==> config.mk <==
export PLATFORM = sky130hd
export DESIGN_NAME = fetch_unit_flat
export DESIGN_NICKNAME = d
export VERILOG_FILES = /design/src/rtl/fetch_unit_if.sv /design/src/rtl/fetch_unit.sv /design/src/flat_wrapper.sv
export SDC_FILE = /design/constraint.sdc
export NUM_CORES = 1
export LEC_CHECK = 0
export CAP_MARGIN = 25
export CORE_MARGIN = 3
export CORE_UTILIZATION = 35
export DETAILED_ROUTE_END_ITERATION = 8
export PLACE_DENSITY = 0.65
export SYNTH_ARGS = -nofsm -noshare
export SYNTH_HDL_FRONTEND = slang
export SYNTH_SLANG_ARGS = --single-unit
==> constraint.sdc <==
create_clock -name clk -period 4.01 [get_ports clk]
set_clock_uncertainty 0.05 [all_clocks]
set_input_delay 0.6015 -clock clk [delete_from_list [all_inputs] [get_ports clk]]
set_output_delay 0.6015 -clock clk [all_outputs]
set_load 0.1 [all_outputs]
==> src/rtl/fetch_unit_if.sv <==
// Fetch unit bus bundle: the instruction-memory request/response channel,
// the branch redirect inputs and the instruction-buffer head seen by the
// consumer. The master modport is the fetch unit, the slave modport is the
// surrounding memory/pipeline environment.
interface fetch_unit_if #(
  parameter int XLEN = 32
);
  logic            mem_req;
  logic [XLEN-1:0] mem_addr;
  logic            mem_ready;
  logic            mem_rvalid;
  logic [31:0]     mem_rdata;
  logic            redirect;
  logic [XLEN-1:0] redirect_pc;
  logic            inst_valid;
  logic [31:0]     inst;
  logic [XLEN-1:0] inst_pc;
  logic            inst_ready;

  modport master (
    output mem_req, mem_addr, inst_valid, inst, inst_pc,
    input  mem_ready, mem_rvalid, mem_rdata, redirect, redirect_pc, inst_ready
  );

  modport slave (
    input  mem_req, mem_addr, inst_valid, inst, inst_pc,
    output mem_ready, mem_rvalid, mem_rdata, redirect, redirect_pc, inst_ready
  );
endinterface

==> src/rtl/fetch_unit.sv <==
// Instruction fetch unit: issues word-aligned fetch requests, tracks
// in-flight requests, buffers in-order responses together with their PC,
// and flushes on redirect by counting down responses that became stale.
module fetch_unit #(
  parameter int              XLEN     = 32,
  parameter logic [XLEN-1:0] RESET_PC = '0,
  parameter int              DEPTH    = 4
) (
  input  logic          clk,
  input  logic          rst,
  fetch_unit_if.master  bus
);
  localparam int PW = $clog2(DEPTH);
  localparam int CW = PW + 1;
  localparam logic [XLEN-1:0] ALIGN_MASK = ~XLEN'(3);
  localparam logic [XLEN-1:0] START_PC   = RESET_PC & ALIGN_MASK;
  localparam logic [CW:0]     DEPTH_W    = (CW + 1)'(DEPTH);

  typedef enum logic {NORMAL, FLUSH} mode_t;

  mode_t           mode_reg, mode_next;
  logic [XLEN-1:0] pc_reg, pc_next;
  logic [XLEN-1:0] rsp_pc_reg, rsp_pc_next;
  logic [PW-1:0]   wr_ptr_reg, wr_ptr_next;
  logic [PW-1:0]   rd_ptr_reg, rd_ptr_next;
  logic [CW-1:0]   count_reg, count_next;
  logic [CW-1:0]   outstanding_reg, outstanding_next;
  logic [CW-1:0]   drop_reg, drop_next;

  logic [31:0]     inst_mem [DEPTH];
  logic [XLEN-1:0] pc_mem   [DEPTH];

  logic [CW:0]     occupancy;
  logic            req;
  logic            accept;
  logic            rsp;
  logic            flushing;
  logic            push;
  logic            pop;
  logic            head_valid;
  logic [XLEN-1:0] target_pc;

  // Buffered plus in-flight entries must stay below DEPTH so every
  // accepted request is guaranteed a buffer slot when it returns.
  assign occupancy  = {1'b0, count_reg} + {1'b0, outstanding_reg};
  assign req        = rst && !bus.redirect && (occupancy < DEPTH_W);
  assign accept     = req && bus.mem_ready;
  // A response with nothing outstanding is spurious (e.g. left over from
  // before a reset) and is ignored so counters cannot underflow.
  assign rsp        = bus.mem_rvalid && (outstanding_reg != '0);
  assign flushing   = (mode_reg == FLUSH);
  assign push       = rsp && !bus.redirect && !flushing;
  assign head_valid = rst && (count_reg != '0);
  assign pop        = head_valid && bus.inst_ready && !bus.redirect;
  assign target_pc  = bus.redirect_pc & ALIGN_MASK;

  assign bus.mem_req    = req;
  assign bus.mem_addr   = rst ? pc_reg : START_PC;
  assign bus.inst_valid = head_valid;
  assign bus.inst       = head_valid ? inst_mem[rd_ptr_reg] : 32'h0;
  assign bus.inst_pc    = head_valid ? pc_mem[rd_ptr_reg] : '0;

  // Next-state logic: fetch PC, response PC, buffer pointers, counters and mode.
  always_comb begin
    pc_next          = pc_reg;
    rsp_pc_next      = rsp_pc_reg;
    wr_ptr_next      = wr_ptr_reg;
    rd_ptr_next      = rd_ptr_reg;
    count_next       = count_reg;
    drop_next        = drop_reg;
    outstanding_next = outstanding_reg + CW'(accept) - CW'(rsp);

    if (accept) begin
      pc_next = pc_reg + XLEN'(4);
    end

    if (bus.redirect) begin
      // Redirect wins over push/pop: the buffer empties and every request
      // still in flight (minus one answered this cycle) becomes stale.
      pc_next     = target_pc;
      rsp_pc_next = target_pc;
      wr_ptr_next = '0;
      rd_ptr_next = '0;
      count_next  = '0;
      drop_next   = outstanding_reg - CW'(rsp);
    end else begin
      if (flushing && rsp) begin
        drop_next = drop_reg - CW'(1);
      end
      // Responses return in order, so the PC of the next kept response
      // simply advances by one word per kept response.
      if (push) begin
        wr_ptr_next = wr_ptr_reg + PW'(1);
        rsp_pc_next = rsp_pc_reg + XLEN'(4);
      end
      if (pop) begin
        rd_ptr_next = rd_ptr_reg + PW'(1);
      end
      count_next = count_reg + CW'(push) - CW'(pop);
    end

    mode_next = (drop_next != '0) ? FLUSH : NORMAL;
  end

  // State register with synchronous active-low reset.
  always_ff @(posedge clk) begin
    if (!rst) begin
      mode_reg        <= NORMAL;
      pc_reg          <= START_PC;
      rsp_pc_reg      <= START_PC;
      wr_ptr_reg      <= '0;
      rd_ptr_reg      <= '0;
      count_reg       <= '0;
      outstanding_reg <= '0;
      drop_reg        <= '0;
    end else begin
      mode_reg        <= mode_next;
      pc_reg          <= pc_next;
      rsp_pc_reg      <= rsp_pc_next;
      wr_ptr_reg      <= wr_ptr_next;
      rd_ptr_reg      <= rd_ptr_next;
      count_reg       <= count_next;
      outstanding_reg <= outstanding_next;
      drop_reg        <= drop_next;
    end
  end

  // Buffer storage write: instruction word and the PC it was fetched from.
  always_ff @(posedge clk) begin
    if (rst && push) begin
      inst_mem[wr_ptr_reg] <= bus.mem_rdata;
      pc_mem[wr_ptr_reg]   <= rsp_pc_reg;
    end
  end
endmodule

==> src/flat_wrapper.sv <==
// flat-port wrapper written by rule: the top's interface ports become plain ports
module fetch_unit_flat 
#(
  parameter int              XLEN     = 32,
  parameter logic [XLEN-1:0] RESET_PC = '0,
  parameter int              DEPTH    = 4
)
  (clk, rst, bus_mem_req, bus_mem_addr, bus_inst_valid, bus_inst, bus_inst_pc, bus_mem_ready, bus_mem_rvalid, bus_mem_rdata, bus_redirect, bus_redirect_pc, bus_inst_ready);
  fetch_unit_if #(.XLEN(XLEN)) bus_i ();
  input  logic clk;
  input  logic rst;
  output wire logic [$bits(bus_i.mem_req)-1:0] bus_mem_req;
  output wire logic [$bits(bus_i.mem_addr)-1:0] bus_mem_addr;
  output wire logic [$bits(bus_i.inst_valid)-1:0] bus_inst_valid;
  output wire logic [$bits(bus_i.inst)-1:0] bus_inst;
  output wire logic [$bits(bus_i.inst_pc)-1:0] bus_inst_pc;
  input wire logic [$bits(bus_i.mem_ready)-1:0] bus_mem_ready;
  input wire logic [$bits(bus_i.mem_rvalid)-1:0] bus_mem_rvalid;
  input wire logic [$bits(bus_i.mem_rdata)-1:0] bus_mem_rdata;
  input wire logic [$bits(bus_i.redirect)-1:0] bus_redirect;
  input wire logic [$bits(bus_i.redirect_pc)-1:0] bus_redirect_pc;
  input wire logic [$bits(bus_i.inst_ready)-1:0] bus_inst_ready;
  assign bus_mem_req = bus_i.mem_req;
  assign bus_mem_addr = bus_i.mem_addr;
  assign bus_inst_valid = bus_i.inst_valid;
  assign bus_inst = bus_i.inst;
  assign bus_inst_pc = bus_i.inst_pc;
  assign bus_i.mem_ready = bus_mem_ready;
  assign bus_i.mem_rvalid = bus_mem_rvalid;
  assign bus_i.mem_rdata = bus_mem_rdata;
  assign bus_i.redirect = bus_redirect;
  assign bus_i.redirect_pc = bus_redirect_pc;
  assign bus_i.inst_ready = bus_inst_ready;
  fetch_unit #(.XLEN(XLEN), .RESET_PC(RESET_PC), .DEPTH(DEPTH)) u_core (.clk(clk), .rst(rst), .bus(bus_i));
endmodule
After elaboration in Yosys (flattened, before gate mapping):

Memories as Yosys holds them, arrays and structs flattened. A register that Yosys moved wholly into a read port is not among the register bits.
Cells that the tools add are included.

* word-level logic and storage cells: 60
* flip-flop bits (word level): 78
* memories kept: 2
* memory bits (writable): 256

* reduce and logical (&&, ||, !) cells: 19
* multiplexer cells: 16
* bitwise operators: 1
* add/sub/neg operators: 11
* $lt $le $gt $ge: 1

Memories
* u_core.inst_mem: depth 4, width 32, read ports 1, clocked after memory_dff 1, wr ports 1, line fetch_unit.sv:30 `logic [31:0] inst_mem [DEPTH];`
* u_core.pc_mem: depth 4, width 32, read ports 1, clocked after memory_dff 1, wr ports 1, line fetch_unit.sv:31 `logic [XLEN-1:0] pc_mem [DEPTH];`

Operators with widths (number)
* $mux W32: 7
* $add A32 B3 Y32 const B: 2
* $logic_and A1 B1 Y1: 11
* $reduce_bool A3 Y1: 3
* $sub A3 B1 Y3: 3
* $mux W2: 4
* $add A3 B1 Y3: 2
* $mux W3: 2
* $add A2 B1 Y2 const B: 2
* $add A3 B3 Y4: 1
* $lt A4 B3 Y1 const B: 1
* $reduce_bool A2 Y1: 2
* $mux W1: 3
* $sub A3 B1 Y3 const B: 1
* $logic_not A1 Y1: 2
* $reduce_or A2 Y1: 1
* $not A1 Y1: 1

Logic depth before layout (Yosys ltp):

* word-level depth: 7
* depth in mapped cells: 12
* mapped depth without buffers: 11

Worst setup path before layout:

OpenSTA, ideal clock, no wires.

* kind: input port to flip-flop
* start point: input port bus_mem_rvalid
* end point: memory u_core.inst_mem[0][0], enable pin
* slack: 0.678 ns
* stages on the path: 4
* arrival: 2.855 ns
* cells stage by stage: o31ai_4 > nor2_1 > clkbuf_1 > and3_1

* word-level cells in the longest chain between the ends: 6

RTL lines
* start, declared: line flat_wrapper.sv:18 `input wire logic [$bits(bus_i.mem_rvalid)-1:0] bus_mem_rvalid;`
* $logic_and A1 B1 Y1: line fetch_unit.sv:50 `assign rsp = bus.mem_rvalid && (outstanding_reg != '0);`
* $logic_and A1 B1 Y1 (2 in a row): line fetch_unit.sv:52 `assign push = rsp && !bus.redirect && !flushing;`
* $logic_and A1 B1 Y1: line fetch_unit.sv:130 `if (rst && push) begin`
* $mux W1: line fetch_unit.sv:130
* $mux W1 (implied by the code): line fetch_unit.sv:131 `inst_mem[wr_ptr_reg] <= bus.mem_rdata;`
* end, declared: line fetch_unit.sv:30

Every way passes these cells.

Final worst setup path:

* start point: input port rst
* end point: output port bus_inst[21]

* word-level cells in the longest chain between the ends: 2

RTL lines
* start, declared: line flat_wrapper.sv:11 `input logic rst;`
* $logic_and A1 B1 Y1: line fetch_unit.sv:53 `assign head_valid = rst && (count_reg != '0);`
* $mux W32: line fetch_unit.sv:60 `assign bus.inst = head_valid ? inst_mem[rd_ptr_reg] : 32'h0;`
* end, declared: line flat_wrapper.sv:15 `output wire logic [$bits(bus_i.inst)-1:0] bus_inst;`

Every way passes these cells.

==> results.txt <==
----------------------------------------------------
[Detailed routing]
  Drt initial violations ... 496
  Number of design rule violations left after detail routing ... 0
  Length of the first detailed-routing pass in iterations ... 8
  Wire per inst ... 19.0 um
  Number of vias per cell after detailed routing ... 5.13
  Overall routed net length ... 31.4 mm
  Antenna-violating nets left ... 0
  Vias after detailed routing ... 8467

[Timing]
  Maximum clock rate ... 296 MHz
  Worst max-slew margin expressed relative to the limit ... about half
  Worst hold slack ... 0.466 ns
  Slew at the pin with the worst max-slew slack ... 0.732 ns
  Final number of setup-violating endpoints ... 0
  Sum of negative setup slack ... 0 ns
  RSZ-0062 raised after global routing ... false
  Fin crit share ... 84.2%
  Final worst path period need ... approximately 3.4 ns
  Count of endpoints failing hold in the final timing report ... 0
  Final max-slew violation count ... 0

[Logic synthesis]
  Sequential area share after synthesis ... 65.2%
  Count of unique library cells instantiated by Yosys ... 55
  Synth Cell Area ... 13800 um^2
  Cell count after synthesis ... 946
  Total of warnings raised by yosys ... 0
  Dominant synthesized flop cell ... sky130_fd_sc_hd__edfxtp_1
  Ranking of synthesized cells by instance count ... sky130_fd_sc_hd__edfxtp_1, sky130_fd_sc_hd__and2_1, sky130_fd_sc_hd__dfxtp_1
  Library cell with the largest summed area after synthesis ... sky130_fd_sc_hd__edfxtp_1
  Top-area cell type share of the netlist area ... 54.2%
  Avg Inst Size Synth ... 14.5 um^2
  Most frequent cell after synthesis ... sky130_fd_sc_hd__edfxtp_1
  Number of flops mapped to enable cells by yosys ... 248
  Most area-consuming cells after synthesis ... sky130_fd_sc_hd__edfxtp_1, sky130_fd_sc_hd__dfxtp_1, sky130_fd_sc_hd__mux4_2
  Flop and latch count out of synthesis ... 324
  FFs w/ async S/R, synth ... 0%

[Outcome]
  Result of the run ... finished clean

[Cells and area]
  Proportion of layout cells with a drive suffix above 1 ... 21.6%
  Number of flip-flops under the largest register name ... 128
  Largest reg by FF count ... u_core.inst_mem
  # nets final ... 1201
  Area grow syn2layout ... 29.3%
  Diode insertion count for antenna repair ... 0
  Number of inserted filler cells in the final layout ... about 3300
  Area occupied by registers ... 8970 um^2
  Top flop regs ... u_core.inst_mem (128), u_core.pc_mem (120)
  Area of the multi-input gates ... 4490 um^2

[Clock tree]
  Clock sink count ... 324
  Source-to-sink clock delay at the later pin of the worst-skew pair ... about 0.51 ns
  Maximum count of clock buffers along a single path ... 3
  Maximum level of the CTS H-tree ... 2
  Clock tree from TritonCTS ... yes
  Clock tree root buffer cell ... sky130_fd_sc_hd__clkbuf_16
  Count of buffers added by post-CTS timing repair for setup ... 0
  Clock Pin Slew Worst Setup and Hold Paths ... about 0.060 ns
  Number of clock buffers inserted by TritonCTS ... 36
  Number of gates given a new drive strength after cts ... 0
  Number of buffers inserted by hold repair at cts ... 0

[Placement]
  Input/output buffers ... about 160
  Post-detailed-placement half-perimeter wirelength ... 20.5 mm
  RD Place Congestion ... between 0.8 and 0.9

[Run]
  Number of max-capacitance violations reported ... 0

[Setup path]
  Startpoint of the worst register-to-register path ... u_core.outstanding_reg[1]$_SDFF_PN0_
  Crit path arrival time ... ~2.7 ns
  Source of the critical timing path ... rst
  Timing endpoint of the critical path ... bus_inst[21]
  Worst setup path category ... primary input to output pin
  Required time of the critical path ... between 3 and 4 ns
  Critical path capture point type ... output pin
  CP Launch Type ... primary input
  Reg-to-reg critical path endpoint ... u_core.pc_reg[27]$_SDFFE_PN0P_
  Critical path fanouts, max ... 64
  Worst R2R Setup Slack ... 1.26 ns
  R2r worst-path depth ... 9

[GRT]
  Antenna violations before repair ... 1
  Maximum number of pins on one net before global-route repair ... 65
  GR Util All Layers ... 14.8%
  Via count of the first global-routing pass ... 8558
  GR Util met1 ... between 20% and 30%
  Met3 track demand over resource in global routing ... under 10%
  Global-route layer with the greatest usage ... met2
  GR Overflow Total ... 0
  First-pass GRT wire length ... 48.8 mm
  Met2 GRT Util ... 23.8%

[Worst hold path]
  Worst min-delay path category ... register to register

[Floorplan]
  Initial Utilization ... 36.0%
  Area of the die ... 41700 um^2
  Area of the core region ... 38200 um^2
  Cell row count ... 71
  Die boundary width ... just over 200 um
  Vertical extent of the die ... 204 um
  Number of top-level design ports ... 168

[Power and ir drop]
  Static Leakage ... a little under 6 nW
  Largest vdd supply drop ... between 0.2 and 0.3 mV
  PwrDens ... 440 nW/um^2

----------------------------------------------------
==> worst min path at each step <==
stage / start / to / slack (ns) / cells after the start
floorplan: u_core.pc_reg[30]$_SDFFE_PN0P_ / u_core.pc_reg[30]$_SDFFE_PN0P_ / 0.43 / 2
global placement: u_core.pc_reg[30]$_SDFFE_PN0P_ / u_core.pc_reg[30]$_SDFFE_PN0P_ / 0.45 / 2
detailed placement: u_core.pc_reg[30]$_SDFFE_PN0P_ / u_core.pc_reg[30]$_SDFFE_PN0P_ / 0.45 / 2
CTS: u_core.pc_reg[30]$_SDFFE_PN0P_ / u_core.pc_reg[30]$_SDFFE_PN0P_ / 0.46 / 2
global route: u_core.pc_reg[30]$_SDFFE_PN0P_ / u_core.pc_reg[30]$_SDFFE_PN0P_ / 0.48 / 2
finish: u_core.pc_reg[30]$_SDFFE_PN0P_ / u_core.pc_reg[30]$_SDFFE_PN0P_ / 0.47 / 2
==> per-layer routing <==
layer / wire length, um / vias to the layer above
li1: - / 3948
met1: 14400 / 4187
met2: 14500 / 287
met3: 1830 / 45
met4: 627 / 0
met5: 0 / -
==> cells by family after synthesis <==
logic type / after synthesis / share of synthesized area [%]
AOI/OAI and AO/OA: 130 / 5.54
xor gates and xnor gates: 43 / 2.74
adders and majority gates: 17 / 1.66
buffers and inverters: 75 / 2.29
DFF: 324 / 65.2
muxes: 69 / 10.7
other: 1 / 0.0273
and+or+nand+nor: 287 / 11.8
==> layout make-up <==
cell class	count	share of cell area, %
multi-input cells	550	25.3
repair buffers	180	13.8
well taps	511	3.60
clock buffers	49	5.58
clock inverters	15	0.802
inverters	22	0.478
flip-flops and latches	324	50.5
==> power by group <==
| part | switching (mW) | total, mW | internal (mW) |
|---|---|---|---|
| clock network | 1.29 | 3.17 | 1.88 |
| logic | 0.497 | 0.804 | 0.307 |
| registers | 0.130 | 3.85 | 3.72 |
==> worst max-delay path: stages <==
cell and delay, ns:
sky130_fd_sc_hd__clkdlybuf4s50_1 0.67, sky130_fd_sc_hd__inv_1 0.26, sky130_fd_sc_hd__nor2_4 0.16, sky130_fd_sc_hd__buf_4 0.46
sky130_fd_sc_hd__and2_1 0.30, sky130_fd_sc_hd__buf_12 0.20
==> placed cells by master (no fill, tap or decap), types with 19 or more instances in the layout <==
cell type / Yosys / routed
sky130_fd_sc_hd__and2_1: 92 / 92
sky130_fd_sc_hd__nand3_1: 31 / 31
sky130_fd_sc_hd__xnor2_1: 19 / 19
sky130_fd_sc_hd__a21oi_1: 59 / 59
sky130_fd_sc_hd__inv_1: 21 / 20
sky130_fd_sc_hd__mux4_2: 62 / 62
sky130_fd_sc_hd__buf_4: 5 / 38
sky130_fd_sc_hd__o21ai_0: 37 / 37
sky130_fd_sc_hd__xor2_1: 24 / 24
sky130_fd_sc_hd__clkdlybuf4s50_1: 0 / 67
sky130_fd_sc_hd__clkbuf_16: 0 / 38
sky130_fd_sc_hd__buf_12: 0 / 75
sky130_fd_sc_hd__edfxtp_1: 248 / 248
sky130_fd_sc_hd__nor2_1: 32 / 31
sky130_fd_sc_hd__nand4_1: 24 / 24
sky130_fd_sc_hd__nand2_1: 46 / 46
sky130_fd_sc_hd__dfxtp_1: 76 / 74
==> metrics by stage <==
step                setup WS, ns  cells  instance area [um^2]  utilization (%)  power (mW)
CTS                        0.586   1651                 17800             46.6        7.91
global route               0.458   1651                 17800             46.6        8.12
finish                     0.633   1651                 17800             46.6        7.82
global placement           0.604   1587                 16600             43.6        4.71
detailed placement         0.591   1587                 16600             43.6        4.73
floorplan                  0.678    949                 13800                -        4.42
No activity file was read; power rests on OpenSTA's default activity.
==> edit 1, RTL diff (same settings) <==
`XLEN` is set to 32 in 3 places; all go to 36.
--- a/src/rtl/fetch_unit_if.sv
+++ b/src/rtl/fetch_unit_if.sv
@@ -3,7 +3,7 @@
 // consumer. The master modport is the fetch unit, the slave modport is the
 // surrounding memory/pipeline environment.
 interface fetch_unit_if #(
-  parameter int XLEN = 32
+  parameter int XLEN = 36
 );
   logic            mem_req;
   logic [XLEN-1:0] mem_addr;
--- a/src/rtl/fetch_unit.sv
+++ b/src/rtl/fetch_unit.sv
@@ -2,7 +2,7 @@
 // in-flight requests, buffers in-order responses together with their PC,
 // and flushes on redirect by counting down responses that became stale.
 module fetch_unit #(
-  parameter int              XLEN     = 32,
+  parameter int              XLEN     = 36,
   parameter logic [XLEN-1:0] RESET_PC = '0,
   parameter int              DEPTH    = 4
 ) (
--- a/src/flat_wrapper.sv
+++ b/src/flat_wrapper.sv
@@ -1,7 +1,7 @@
 // flat-port wrapper written by rule: the top's interface ports become plain ports
 module fetch_unit_flat 
 #(
-  parameter int              XLEN     = 32,
+  parameter int              XLEN     = 36,
   parameter logic [XLEN-1:0] RESET_PC = '0,
   parameter int              DEPTH    = 4
 )
Interface: changed (resized bus_inst_pc, bus_mem_addr and bus_redirect_pc); port bits go from 168 to 180. No check against the original RTL was run, so the function may have changed too.
==> edit 1 against the original RTL <==
- wire length increased by 13%
- cell area is 8.6% higher
- area after synthesis is 8.7% higher
- clock power is 11% higher
- total power increased by 9.6%
- fmax rose by 3.9%
- sequential cell count grew 24
- worst setup slack better by 130 ps
- synthesized cell count up 13%
==> edit 1: results (changes against the original RTL) <==
status -> completed
wl on met1 -> 16400 um (+14%)
largest stage delay on the critical path -> 760 ps (+90 ps)
CP max-delay cell -> dfxtp_4
synth top area cells -> edfxtp_1, dfxtp_1, mux4_2
Final #Nets -> 1333 (+11%)
synth unique cells -> 56 (+1.8%)
Worst Hold Endpoint -> u_core.wr_ptr_reg[1]
Adder-Cell Fraction of Synth Area -> 0.0152 (-0.00133)
CP Data Arrival Time -> 2600 ps (-130 ps)
Synth Area in XOR/XNOR -> 0.0264 (-0.00102)
Reg2Reg Setup Slack -> 1060 ps (-200 ps)
Worst-Margin Slew -> 927 ps (+195 ps)
Max IR drop VDD -> 0.311 mV (+9.6%)
P_leak -> 6.34 nW (+7.2%)
vias in the first global route -> 9526 (+11%)
crit path kind -> flip-flop to output port
register area share after synthesis -> 0.643 (-0.00938)
Largest regs -> u_core.pc_mem: 136 flops, u_core.inst_mem: 128 flops
pin count of the biggest net entering global routing -> 69 (+6.2%)
Placed Area -> 18000 um2 (+8.3%)
WL/cell -> 19.5 um (+2.9%)
GR Util met2 -> 0.247 (+0.00861)
reg2reg path depth -> 8 (-1)
post-DP HPWL -> 23600 um (+15%)
grt met1 use -> 0.228 (+0.0178)
DP Worst Slack -> 784 ps (+193 ps)
global routing usage on met3 -> 0.0332 (+0.00629)
buffers added on ports -> 173 (+7.5%)
EDFF count, synth -> 264 (+6.5%)
GPL Wtd Cong -> 0.870 (+5.7%)
post-synthesis compound-gate area fraction -> 0.0542 (-0.00117)
r2r startpoint -> u_core.outstanding_reg[2]
final hold slack -> 460 ps (-5.66 ps)
initial antenna violation count -> 0 (-1)
worst-path maximum fanout -> 30 (-53%)
met2 WL -> 16000 um (+10%)
drt via density -> 5.29 (+3.1%)
global-route wire length before repair -> 55200 um (+13%)
Mapped Cells -> 1065 (+13%)
Top delay family on crit path -> flip-flops
routed via count -> 9570 (+13%)
clock group share of total power -> 0.409 (+0.004)
worst flop-to-flop path endpoint -> u_core.pc_reg[26]
layout cells sized above 1 -> 0.213 (-0.00257)
filler instances -> 3702 (+11%)
clk_lat worst skew -> 530 ps (+20 ps)
Post-Place Cells -> 1741 (+9.7%)
## edit 1: layout make-up
type | instances | area (um2) | share of cell area
Inverter | 26 | 97.6 | 0.00505
Clock buffer | 50 | 1100 | 0.0572
Sequential cell | 348 | 9620 | 0.498
Tap cell | 539 | 674 | 0.0349
Multi-Input combinational cell | 628 | 4990 | 0.259
Timing Repair Buffer | 200 | 2650 | 0.137
Clock inverter | 19 | 170 | 0.00881
## edit 1: worst max-delay path by stage
stage / endpoint / slack, ps / depth (start not counted)
after floorplan: bus_mem_req / 190 / 4
after global placement: u_core.pc_reg[30] / 850 / 8
after detailed placement: u_core.pc_reg[26] / 780 / 8
after CTS: bus_inst[4] / 680 / 4
after global routing: bus_inst[22] / 570 / 4
final: bus_inst[4] / 760 / 4
## edit 1: cell families after synthesis
family | count (synthesis)
simple gates | 353
other cells | 1
xor+xnor | 45
mux | 72
fa+ha+maj | 17
compound gates | 137
flops | 348
buf+inv | 92
==> edit 2, RTL diff (config.mk and constraints unchanged) <==
Without the edit above. Make the reset (`rst`) asynchronous in one clocked block. Comments in the files are not updated.
--- a/src/rtl/fetch_unit.sv
+++ b/src/rtl/fetch_unit.sv
@@ -103,7 +103,7 @@
   end
 
   // State register with synchronous active-low reset.
-  always_ff @(posedge clk) begin
+  always_ff @(posedge clk or negedge rst) begin
     if (!rst) begin
       mode_reg        <= NORMAL;
       pc_reg          <= START_PC;
Behaviour: no difference found for any inputs over 4 cycles, from zero or initial values and one cycle with rst low; that may be too few to reach the edited logic, so the function may still have changed.
==> edit 2 against the original RTL <==
- cell area down 3.3%
- total power up 11%
- sequential power up 3%
- die area up 1.4%
- sequential cell count down 2
- register-to-register slack worse by 360 ps
- non-clock buffer count unchanged
- worst setup slack better by 71 ps
- wire length down 1.1%
- area after synthesis up 1.4%
- critical endpoint is now bus_inst[13]
==> edit 2: results (changes against the original RTL) <==
worst flop-to-flop path endpoint -> u_core.pc_reg[25]
worst-path maximum fanout -> 26 (-59%)
layout cells sized above 1 -> 0.253 (+0.0372)
Reg2Reg Setup Slack -> 900 ps (-360 ps)
CP Data Arrival Time -> 2650 ps (-80 ps)
routed via count -> 8103 (-4.3%)
TritonRoute pass-1 iters -> 5 (-3)
Post-Route Utilization -> 0.441 (-0.0249)
Placed Area -> 16000 um2 (-3.8%)
status -> completed
synth top area cells -> edfxtp_1, dfrtp_1, mux4_2
ys async rst share -> 0.230 (+0.230)
reg2reg path depth -> 7 (-2)
global-route wire length before repair -> 47700 um (-2.3%)
inverter count -> 18 (-18%)
Final Non-Filler Cells -> 1593 (-3.5%)
grt met1 use -> 0.216 (+0.00604)
#MultiIn Comb -> 494 (-10%)
Clock buf/inv share -> 0.0681 (+0.00425)
Post-Place Cells -> 1531 (-3.5%)
Worst-Margin Slew -> 980 ps (+248 ps)
vias in the first global route -> 8196 (-4.2%)
register area -> 9300 um2 (+3.7%)
Top delay family on crit path -> flip-flops
Global Route Usage Sum -> 0.146 (-0.00203)
Synth top cells by count -> edfxtp_1, and2_1, dfrtp_1, mux4_2, nand2_1
Detailed Route Iter0 Violations -> 457 (-7.9%)
Mapped Cells -> 876 (-7.4%)
CP max-delay cell -> dfrtp_4
r2r startpoint -> u_core.outstanding_reg[2]
DP Worst Slack -> 857 ps (+266 ps)
min Tclk post-route -> 3310 ps (-70.9 ps)
WL/cell -> 19.5 um (+2.5%)
register area share after synthesis -> 0.667 (+0.0147)
post-DP HPWL -> 20200 um (-1.5%)
wl on met1 -> 14200 um (-0.93%)
Max IR drop VDD -> 0.287 mV (+1.1%)
Setup crit end -> bus_inst[13]
non-clk buf share -> 0.0936 (-0.0446)
CLK BUF -> 43 (-12%)
Sw Pwr -> 0.00249 W (+30%)
pin count of the biggest net entering global routing -> 64 (-1.5%)
met2 WL -> 14200 um (-2.2%)
GPL Wtd Cong -> 0.786 (-4.5%)
routed wl met3 -> 2090 um (+14%)
area of the multi-input gates -> 4380 um2 (-2.4%)
GR Util met2 -> 0.223 (-0.0153)
clock sinks -> 322 (-0.62%)
largest stage delay on the critical path -> 800 ps (+130 ps)
filler instances -> 3473 (+4.5%)
core area -> 39000 um2 (+2.1%)
synth unique cells -> 57 (+3.6%)
[edit 2: changes by cell type after synthesis, sizes merged, moves of 9 or more]
cell,change
o21ai,-11
dfxtp,-76
clkbuf,-10
mux2,+16
a21oi,-47
xnor2,+9
dfrtp,+74
[edit 2: power groups by stage]
| stage | clock [W] | combinational, W | sequential (W) |
|---|---|---|---|
| floorplan | 0 | 0.00116 | 0.00394 |
| global placement | 0 | 0.00150 | 0.00401 |
| detailed placement | 0 | 0.00151 | 0.00402 |
| CTS | 0.00333 | 0.00152 | 0.00395 |
| global route | 0.00346 | 0.00160 | 0.00398 |
| finish | 0.00324 | 0.00150 | 0.00395 |
[edit 2: worst min path at each step]
| stage | start | end | slack (ps) | cells past startpoint |
|---|---|---|---|---|
| floorplan | rst | u_core.count_reg[0] | 260 | 0 |
| global placement | rst | u_core.count_reg[2] | 400 | 1 |
| detailed placement | rst | u_core.rsp_pc_reg[21] | 400 | 1 |
| CTS | rst | u_core.count_reg[1] | 400 | 2 |
| global route | rst | u_core.count_reg[0] | 430 | 2 |
| finish | rst | u_core.count_reg[1] | 420 | 2 |
[edit 2: what timing repair did]
item	CTS	global route
hold endpoints to repair	4	0
hold buffers	1	0
endpoints found under the setup margin	0	0
[edit 2: worst reg2reg max path, delay by kind of cell, from the launching register on]
| family | cells | cell delay (ps) |
|---|---|---|
| flops | 1 | 440 |
| simple gates | 3 | 1150 |
| compound gates | 2 | 510 |
| fa+ha+maj | 1 | 330 |
| buf+inv | 1 | 520 |
[edit 2: logic make-up (layout without fill, tap and decap cells)]
logic type,Yosys count,after routing,share of synthesized area
compound gates,64,64,0.0290
xor+xnor,46,46,0.0289
fa+ha+maj,17,17,0.0163
buf+inv,63,259,0.0199
flops,322,322,0.667
mux,85,85,0.118
other cells,1,4,0.000269
simple gates,278,278,0.120
